==> src/rtl/max7219_frame_tx.sv <==
// rtl/max7219_frame_tx.sv - MAX7219 16-bit frame serializer (cs/sclk/mosi), transmit only
module max7219_frame_tx #(
    parameter int CLK_DIV = 4,
    parameter int CS_GAP  = 4
) (
    input  logic        clk,
    input  logic        reset,
    input  logic [15:0] tx_data,
    input  logic        tx_valid,
    output logic        tx_ready,
    output logic        mosi,
    output logic        sclk,
    output logic        cs,
    output logic        busy,
    output logic        done
);

    typedef enum logic [2:0] {IDLE, SETUP, HIGH, LOW, TAIL, GAP} state_t;

    localparam int MAX_LEN = (CLK_DIV > CS_GAP) ? CLK_DIV : CS_GAP;
    localparam int DW      = $clog2(MAX_LEN) + 1;
    localparam logic [DW-1:0] DIV_LAST = DW'(CLK_DIV - 1);
    localparam logic [DW-1:0] GAP_LAST = DW'(CS_GAP - 1);

    state_t         state, state_n;
    logic [DW-1:0]  div_cnt, div_n;
    logic [3:0]     bit_cnt, bit_n;
    logic [15:0]    sreg, sreg_n;
    logic           cs_q, cs_n;
    logic           sclk_q, sclk_n;
    logic           busy_q, busy_n;
    logic           done_q, done_n;
    logic           div_end;

    always_ff @(posedge clk) begin
        if (reset) begin
            state   <= IDLE;
            div_cnt <= '0;
            bit_cnt <= '0;
            sreg    <= '0;
            cs_q    <= 1'b1;
            sclk_q  <= 1'b0;
            busy_q  <= 1'b0;
            done_q  <= 1'b0;
        end else begin
            state   <= state_n;
            div_cnt <= div_n;
            bit_cnt <= bit_n;
            sreg    <= sreg_n;
            cs_q    <= cs_n;
            sclk_q  <= sclk_n;
            busy_q  <= busy_n;
            done_q  <= done_n;
        end
    end

    // div_cnt counts cycles spent in the current state; every exit resets it.
    always_comb begin
        state_n = state;
        div_n   = div_cnt + DW'(1);
        bit_n   = bit_cnt;
        sreg_n  = sreg;
        cs_n    = cs_q;
        sclk_n  = sclk_q;
        busy_n  = busy_q;
        done_n  = 1'b0;
        div_end = (div_cnt == DIV_LAST);
        case (state)
            IDLE: begin
                div_n = '0;
                if (tx_valid) begin
                    state_n = SETUP;
                    sreg_n  = tx_data;
                    bit_n   = 4'd15;
                    busy_n  = 1'b1;
                    cs_n    = 1'b0;
                    sclk_n  = 1'b0;
                end
            end
            SETUP, LOW: begin
                if (div_end) begin
                    state_n = HIGH;
                    div_n   = '0;
                    sclk_n  = 1'b1;
                end
            end
            HIGH: begin
                if (div_end) begin
                    div_n  = '0;
                    sclk_n = 1'b0;
                    if (bit_cnt == 4'd0) begin
                        state_n = TAIL;
                    end else begin
                        state_n = LOW;
                        sreg_n  = {sreg[14:0], 1'b0};
                        bit_n   = bit_cnt - 4'd1;
                    end
                end
            end
            TAIL: begin
                if (div_end) begin
                    state_n = GAP;
                    div_n   = '0;
                    cs_n    = 1'b1;
                    done_n  = 1'b1;
                    sreg_n  = '0;
                end
            end
            GAP: begin
                if (div_cnt == GAP_LAST) begin
                    state_n = IDLE;
                    div_n   = '0;
                    busy_n  = 1'b0;
                end
            end
            default: state_n = IDLE;
        endcase
    end

    // mosi is the flop output of the shift register MSB, so it is glitch-free.
    assign tx_ready = (state == IDLE);
    assign mosi     = sreg[15];
    assign sclk     = sclk_q;
    assign cs       = cs_q;
    assign busy     = busy_q;
    assign done     = done_q;

endmodule
==> config.mk <==
export PLATFORM = sky130hd
export DESIGN_NAME = max7219_frame_tx
export DESIGN_NICKNAME = d
export VERILOG_FILES = /design/src/rtl/max7219_frame_tx.sv
export SDC_FILE = /design/constraint.sdc
export NUM_CORES = 1
export LEC_CHECK = 0
export CAP_MARGIN = 15
export CORE_MARGIN = 4
export CORE_UTILIZATION = 40
export DETAILED_ROUTE_END_ITERATION = 6
export GPL_TIMING_DRIVEN = 0
export HOLD_SLACK_MARGIN = 0.06
export RECOVER_POWER = 100
export SLEW_MARGIN = 25
export SYNTH_ARGS = -nofsm -noshare
export SYNTH_HDL_FRONTEND = slang
export SYNTH_SLANG_ARGS = --single-unit
==> constraint.sdc <==
create_clock -name clk -period 4.1 [get_ports clk]
set_input_delay 1.23 -clock clk [delete_from_list [all_inputs] [get_ports clk]]
set_output_delay 1.23 -clock clk [all_outputs]
set_load 0.005 [all_outputs]
==> impl_metrics.json, run 1 <==
{
  "vias": 1525,
  "syn_nets": 208,
  "diodes": 0,
  "antenna_found_initial": 0,
  "crit_required_ns": 4.31,
  "coreArea_um2": 4140,
  "ctsResizeCount": 0,
  "drv_cap": 0,
  "dr_wl_met3_um": 194,
  "seq_area_um2": 601,
  "ir_drop_uv": 179,
  "area_delta_synth_final_pct": 16.1,
  "grt_pass1_vias": 1504,
  "multi_input_area_um2": 960,
  "place_area_um2": 2060,
  "worstPathArrival_ns": 3.31,
  "syn_area_um2": 1770,
  "clk_pin_slew_ns": 0.06,
  "yosys_warnings": 0,
  "syn_avg_cell_area_um2": 9.60,
  "critical_path_peak_fanout": 10,
  "ys.flop_type": "dfxtp_1",
  "gp_congestion": 0.912,
  "cts_buffers": 5,
  "cts_root_buf": "clkbuf_8",
  "grt_max_degree": 11,
  "criticalPathCategory": "in -> reg",
  "ant_nets": 0,
  "routedWlPerCell_um": 16.6,
  "io_buffers": 23,
  "nFillCells": 400,
  "tightest_slew_ns": 0.640,
  "via_per_inst": 5.78,
  "drtIter0Drc": 105,
  "outcome": "completed",
  "synth_edf_count": 0,
  "cts_hold_buffers": 0,
  "start_kind": "input pin",
  "clock_latency_ns": 0.27,
  "start_util_pct": 42.6,
  "reg2reg_setup_slack_ns": 1.79,
  "met2_length_um": 2070,
  "max_slew_margin_pct": 57.4,
  "clk_path_buf_depth": 2,
  "ys_types": 39,
  "numClockSinks": 30,
  "setup_tns_ns": 0,
  "finalHoldViolations": 0,
  "p_per_area_nw_per_um2": 388,
  "cp-end-kind": "flop",
  "postCtsSetupRepairBufs": 0,
  "drt-met1-wl_um": 2070,
  "async_flop_share_pct": 0,
  "ys_seq_area_share_pct": 34.0,
  "grt_usage_pct": 16.6,
  "max_freq_mhz": 322,
  "die_h_um": 74.5,
  "top_layer": "met4",
  "cts_tree": "built",
  "cts_max_level": 2,
  "finalInstanceArea_um2": 2050,
  "overflow": 0,
  "dp.final_hpwl_um": 3090,
  "die_w_um": 74.5,
  "synth_seq_cells": 30,
  "final_net_count": 238,
  "hold_path.class": "reg -> reg",
  "grt_pass1_wl_um": 7080,
  "p_leak_nw": 0.747,
  "fin_crit_ns": 3.11,
  "finalWirelength_um": 4370,
  "rows": 23,
  "final_max_slew_viol_count": 0,
  "drive_gt1_share_pct": 14.5,
  "post-route-period-util_pct": 75.7,
  "ios": 25,
  "drtPass1Iterations": 4,
  "fin_skew_ns": 0.00287,
  "syn-instance-count": 184,
  "rsz0062_at_grt": "false",
  "drc_errors": 0,
  "die-area_um2": 5540,
  "setup_viol": 0
}
layer usage:
layer,track usage [%],vias up
met2,26.5,44
met1,22.1,723
li1,-,753
met4,5.93,0
met5,0,-
met3,3.38,5
critical path, cell delays in order:
cell and delay [ns]:
dlygate4sd3_1 0.64, mux2i_1 0.16, o22ai_1 0.40, clkbuf_1 0.53
o211ai_2 0.18, a21oi_2 0.16
registers in the layout, summed over array words and instances (netlist names):
| name | cells |
|---|---|
| bit_cnt | 4 |
| busy | 1 |
| cs | 1 |
| div_cnt | 3 |
| done | 1 |
| sclk | 1 |
| sreg | 16 |
| state | 3 |
logic make-up (layout without fill, tap and decap cells):
logic type | Yosys count | after routing | share of synthesized area [%]
AO/OA/AOI/OAI | 74 | 74 | 36.9
AND/OR/NAND/NOR | 50 | 50 | 16.6
flip-flops | 30 | 30 | 34.0
buffers and inverters | 23 | 53 | 7.86
adder cells (fa/ha/maj) | 5 | 5 | 3.54
multiplexers | 2 | 2 | 1.13
cells in the mapped netlist (2+ instances only):
master | n | area share, %
dfxtp_1 | 30 | 34
nor2_1 | 23 | 4.9
a22oi_1 | 16 | 6.8
a22o_1 | 15 | 7.4
a211oi_2 | 14 | 9.9
a21oi_1 | 6 | 1.7
buf_2 | 6 | 1.7
inv_1 | 6 | 1.3
buf_6 | 5 | 3.2
ha_1 | 5 | 3.5
nand2_1 | 5 | 1.1
nand2b_1 | 5 | 1.8
o21ai_0 | 5 | 1.4
clkbuf_1 | 4 | 0.85
nor3_1 | 4 | 1.1
a211oi_1 | 3 | 1.3
a221oi_1 | 3 | 1.5
a311oi_1 | 3 | 1.5
nor2b_1 | 3 | 1.1
buf_4 | 2 | 0.85
mux2i_1 | 2 | 1.1
nor2_2 | 2 | 0.71
final timing paths:
kind | startpoint | end | cells past startpoint
setup reg to reg | div_cnt[0]$_SDFF_PP0_ | sreg[0]$_SDFFE_PP0P_ | 7
hold reg to reg | div_cnt[0]$_SDFF_PP0_ | div_cnt[0]$_SDFF_PP0_ | 1
hold / removal | div_cnt[0]$_SDFF_PP0_ | div_cnt[0]$_SDFF_PP0_ | 1
setup / recovery | tx_valid | sreg[0]$_SDFFE_PP0P_ | 6
power by group:
group          switching (mW)  leakage, nW  internal [mW]
logic                   0.122        0.462          0.109
registers              0.0183        0.247          0.323
clock network           0.107       0.0383          0.117
total                   0.248        0.747          0.549
final cells by class:
class                      instances  area share [%]
sequential                        30            29.3
timing repair buffer              23            11.2
clock buffer                       7            3.72
inverter                           6            1.10
multi-input combinational        131            46.8
tap                               50            3.05
buffer                            17            4.88
layout by cell type (no fill, tap or decap), types with 2 or more instances in the layout:
cell             Yosys  final
dfxtp_1             30     30
nor2_1              23     23
clkdlybuf4s50_1      0     17
a22oi_1             16     16
a22o_1              15     15
a211oi_1             3     10
clkbuf_1             4      9
a211oi_2            14      7
inv_1                6      6
a21oi_1              6      6
dlygate4sd3_1        0      6
buf_2                6      5
nand2_1              5      5
nand2b_1             5      5
o21ai_0              5      5
ha_1                 5      5
clkbuf_8             0      5
nor3_1               4      4
buf_6                5      3
nor2b_1              3      3
a221oi_1             3      3
a311oi_1             3      3
nor2_2               2      2
buf_4                2      2
o22ai_1              1      2
mux2i_1              2      2
nor4b_1              1      2
o21bai_1             1      2
stage by stage:
stage	power (mW)	std cells	setup slack, ns	utilization (%)	hold WS [ns]
4_1_cts	0.824	264	1.15	51.5	0.449
3_5_place_dp	0.600	257	1.29	49.7	0.440
2_1_floorplan	0.528	184	2.02	-	0.408
5_1_grt	0.840	264	0.774	49.5	0.475
3_3_place_gp	0.590	257	1.34	49.7	0.421
6_report	0.797	264	0.995	49.5	0.444
No activity file was read; power rests on OpenSTA's default activity.
==> run 2: changes to the inputs <==
==> constraint.sdc (replaced) <==
create_clock -name clk -period 2.7 [get_ports clk]
set_input_delay 0.81 -clock clk [delete_from_list [all_inputs] [get_ports clk]]
set_output_delay 0.81 -clock clk [all_outputs]
set_load 0.005 [all_outputs]
==> run 2 against run 1 <==
  * Cell count did not move
  * Via count grew 0.79%
  * Routed wire length increased by 0.39%
==> impl_metrics.json, run 2 (synthesized netlist as in run 1, its figures left out) <==
{
  "grt_usage_pct": 16.6,
  "setup_viol": 0,
  "finalHoldViolations": 0,
  "p_per_area_nw_per_um2": 591,
  "die-area_um2": 5540,
  "cts_tree": "built",
  "cp-end-kind": "output port",
  "mostFrequentLayoutCells": "dfxtp_1, nor2_1, clkdlybuf4s50_1",
  "pwr-share-seq_pct": 42.6,
  "cts_max_level": 2,
  "routedWlPerCell_um": 16.6,
  "setup_tns_ns": 0,
  "final_common_cell": "dfxtp_1",
  "power_switching_mw": 0.379,
  "hold_path.class": "reg -> reg",
  "grtUsageMet1_pct": 22.1,
  "p_sw_share_pct": 31.2,
  "ant_nets": 0,
  "postCtsSetupRepairBufs": 0,
  "io_buffers": 23,
  "cts_buffers": 5,
  "hold-path-endpoint": "div_cnt[0]$_SDFF_PP0_",
  "coreArea_um2": 4140,
  "clk_pin_slew_ns": 0.06,
  "critical_path_peak_fanout": 10,
  "final_util_pct": 49.6,
  "die_h_um": 74.5,
  "ctsResizeCount": 0,
  "grt_use_met3_pct": 3.38,
  "r2r-start": "div_cnt[0]$_SDFF_PP0_",
  "post-route-period-util_pct": 94.3,
  "finalWirelength_um": 4390,
  "antenna_found_initial": 0,
  "gr-max-usage-layer": "met2",
  "p_leak_nw": 0.745,
  "fin_skew_ns": 0.00445,
  "overflow": 0,
  "drive_gt1_share_pct": 15.4,
  "clkPwrFrac_pct": 28.1,
  "final_net_count": 238,
  "area_delta_synth_final_pct": 16.4,
  "outcome": "completed",
  "regMostFlops": "sreg",
  "drc_errors": 0,
  "grt_max_degree": 11,
  "rr_worst_depth": 7,
  "dp.final_hpwl_um": 3090,
  "drtIter0Drc": 95,
  "ios": 25,
  "gp_congestion": 0.912,
  "rows": 23,
  "ir_drop_uv": 271,
  "via_per_inst": 5.82,
  "criticalPathCategory": "reg -> out",
  "reg2reg_setup_slack_ns": 0.58,
  "min-delay-start": "div_cnt[0]$_SDFF_PP0_",
  "rsz0062_at_grt": "false",
  "clk_path_buf_depth": 2,
  "drtPass1Iterations": 4,
  "numClockSinks": 30,
  "grtUsageMet2_pct": 26.5,
  "power_frac_comb_pct": 29.3,
  "max_freq_mhz": 393,
  "grt_pass1_wl_um": 7080,
  "internal_power_mw": 0.836,
  "cts_root_buf": "clkbuf_8",
  "crit_required_ns": 1.89,
  "start_kind": "flop",
  "largest_reg_flops": 16,
  "tightest_slew_ns": 0.684,
  "vias": 1537,
  "reg.largest.list": "sreg: 16 flops, bit_cnt: 4 flops",
  "max_slew_margin_pct": 54.4,
  "fin_crit_ns": 2.55,
  "grt_pass1_vias": 1504,
  "die_w_um": 74.5,
  "final_max_slew_viol_count": 0,
  "cts_hold_buffers": 0,
  "start_util_pct": 42.6,
  "diodes": 0,
  "nFillCells": 403,
  "r2r_end": "sreg[14]$_SDFFE_PP0P_",
  "hold-path-cell-count": 1,
  "drv_cap": 0,
  "worstPathArrival_ns": 1.74,
  "clock_latency_ns": 0.28
}
-- run 2: cell count changes in the layout (fill, tap and decap cells not counted), sizes merged --
cell    change
buf         -3
clkbuf      +3
-- run 2: layout make-up --
| type | count | area, µm² | area share, % |
|---|---|---|---|
| Sequential cell | 30 | 601 | 29.2 |
| Clock buffer | 7 | 76.3 | 3.71 |
| Timing Repair Buffer | 23 | 230 | 11.2 |
| Tap cell | 50 | 62.6 | 3.04 |
| Inverter | 6 | 22.5 | 1.10 |
| Buffer | 17 | 93.8 | 4.56 |
| Multi-Input combinational cell | 131 | 970 | 47.2 |
-- run 2: how the worst max path moves through the flow --
stage,startpoint,end,slack (ns),cells after the start
finish,state[2]$_SDFFE_PP0P_,tx_ready,0.15,5
global route,state[2]$_SDFFE_PP0P_,tx_ready,0.06,5
CTS,state[2]$_SDFFE_PP0P_,tx_ready,0.17,5
detailed placement,tx_valid,sreg[15]$_SDFFE_PP0P_,0.31,6
global placement,tx_valid,sreg[0]$_SDFFE_PP0P_,0.36,6
floorplan,tx_valid,sreg[12]$_SDFFE_PP0P_,1.04,5
-- run 2: worst max-delay path, stage by stage (launching register included) --
cell and delay, ns:
dfxtp_1 0.30, buf_2 0.16, buf_6 0.16, clkbuf_2 0.19
nor2_1 0.14, clkdlybuf4s50_1 0.51
-- run 2: metal layers --
metal / vias up / routed length, µm
met5: - / 0
met1: 732 / 2080
met2: 44 / 2070
met4: 0 / 46
li1: 754 / -
met3: 7 / 187
-- run 2: power groups by stage --
stage          clock, mW  sequential (mW)  combinational, mW
2_1_floorplan          0            0.523              0.279
3_3_place_gp           0            0.525              0.371
3_5_place_dp           0            0.528              0.384
4_1_cts            0.348            0.518              0.385
5_1_grt            0.369            0.524              0.387
6_report           0.341            0.518              0.356
-- run 2: per-stage QoR --
stage          area, µm²  setup slack, ns  hold WS, ns  std cells  power [mW]
5_1_grt             2060           0.0564        0.475        264        1.28
6_report            2060            0.154        0.443        264        1.22
3_3_place_gp        2060            0.362        0.421        257       0.896
3_5_place_dp        2060            0.305        0.440        257       0.912
2_1_floorplan       1770             1.04        0.408        184       0.802
4_1_cts             2140            0.166        0.449        264        1.25
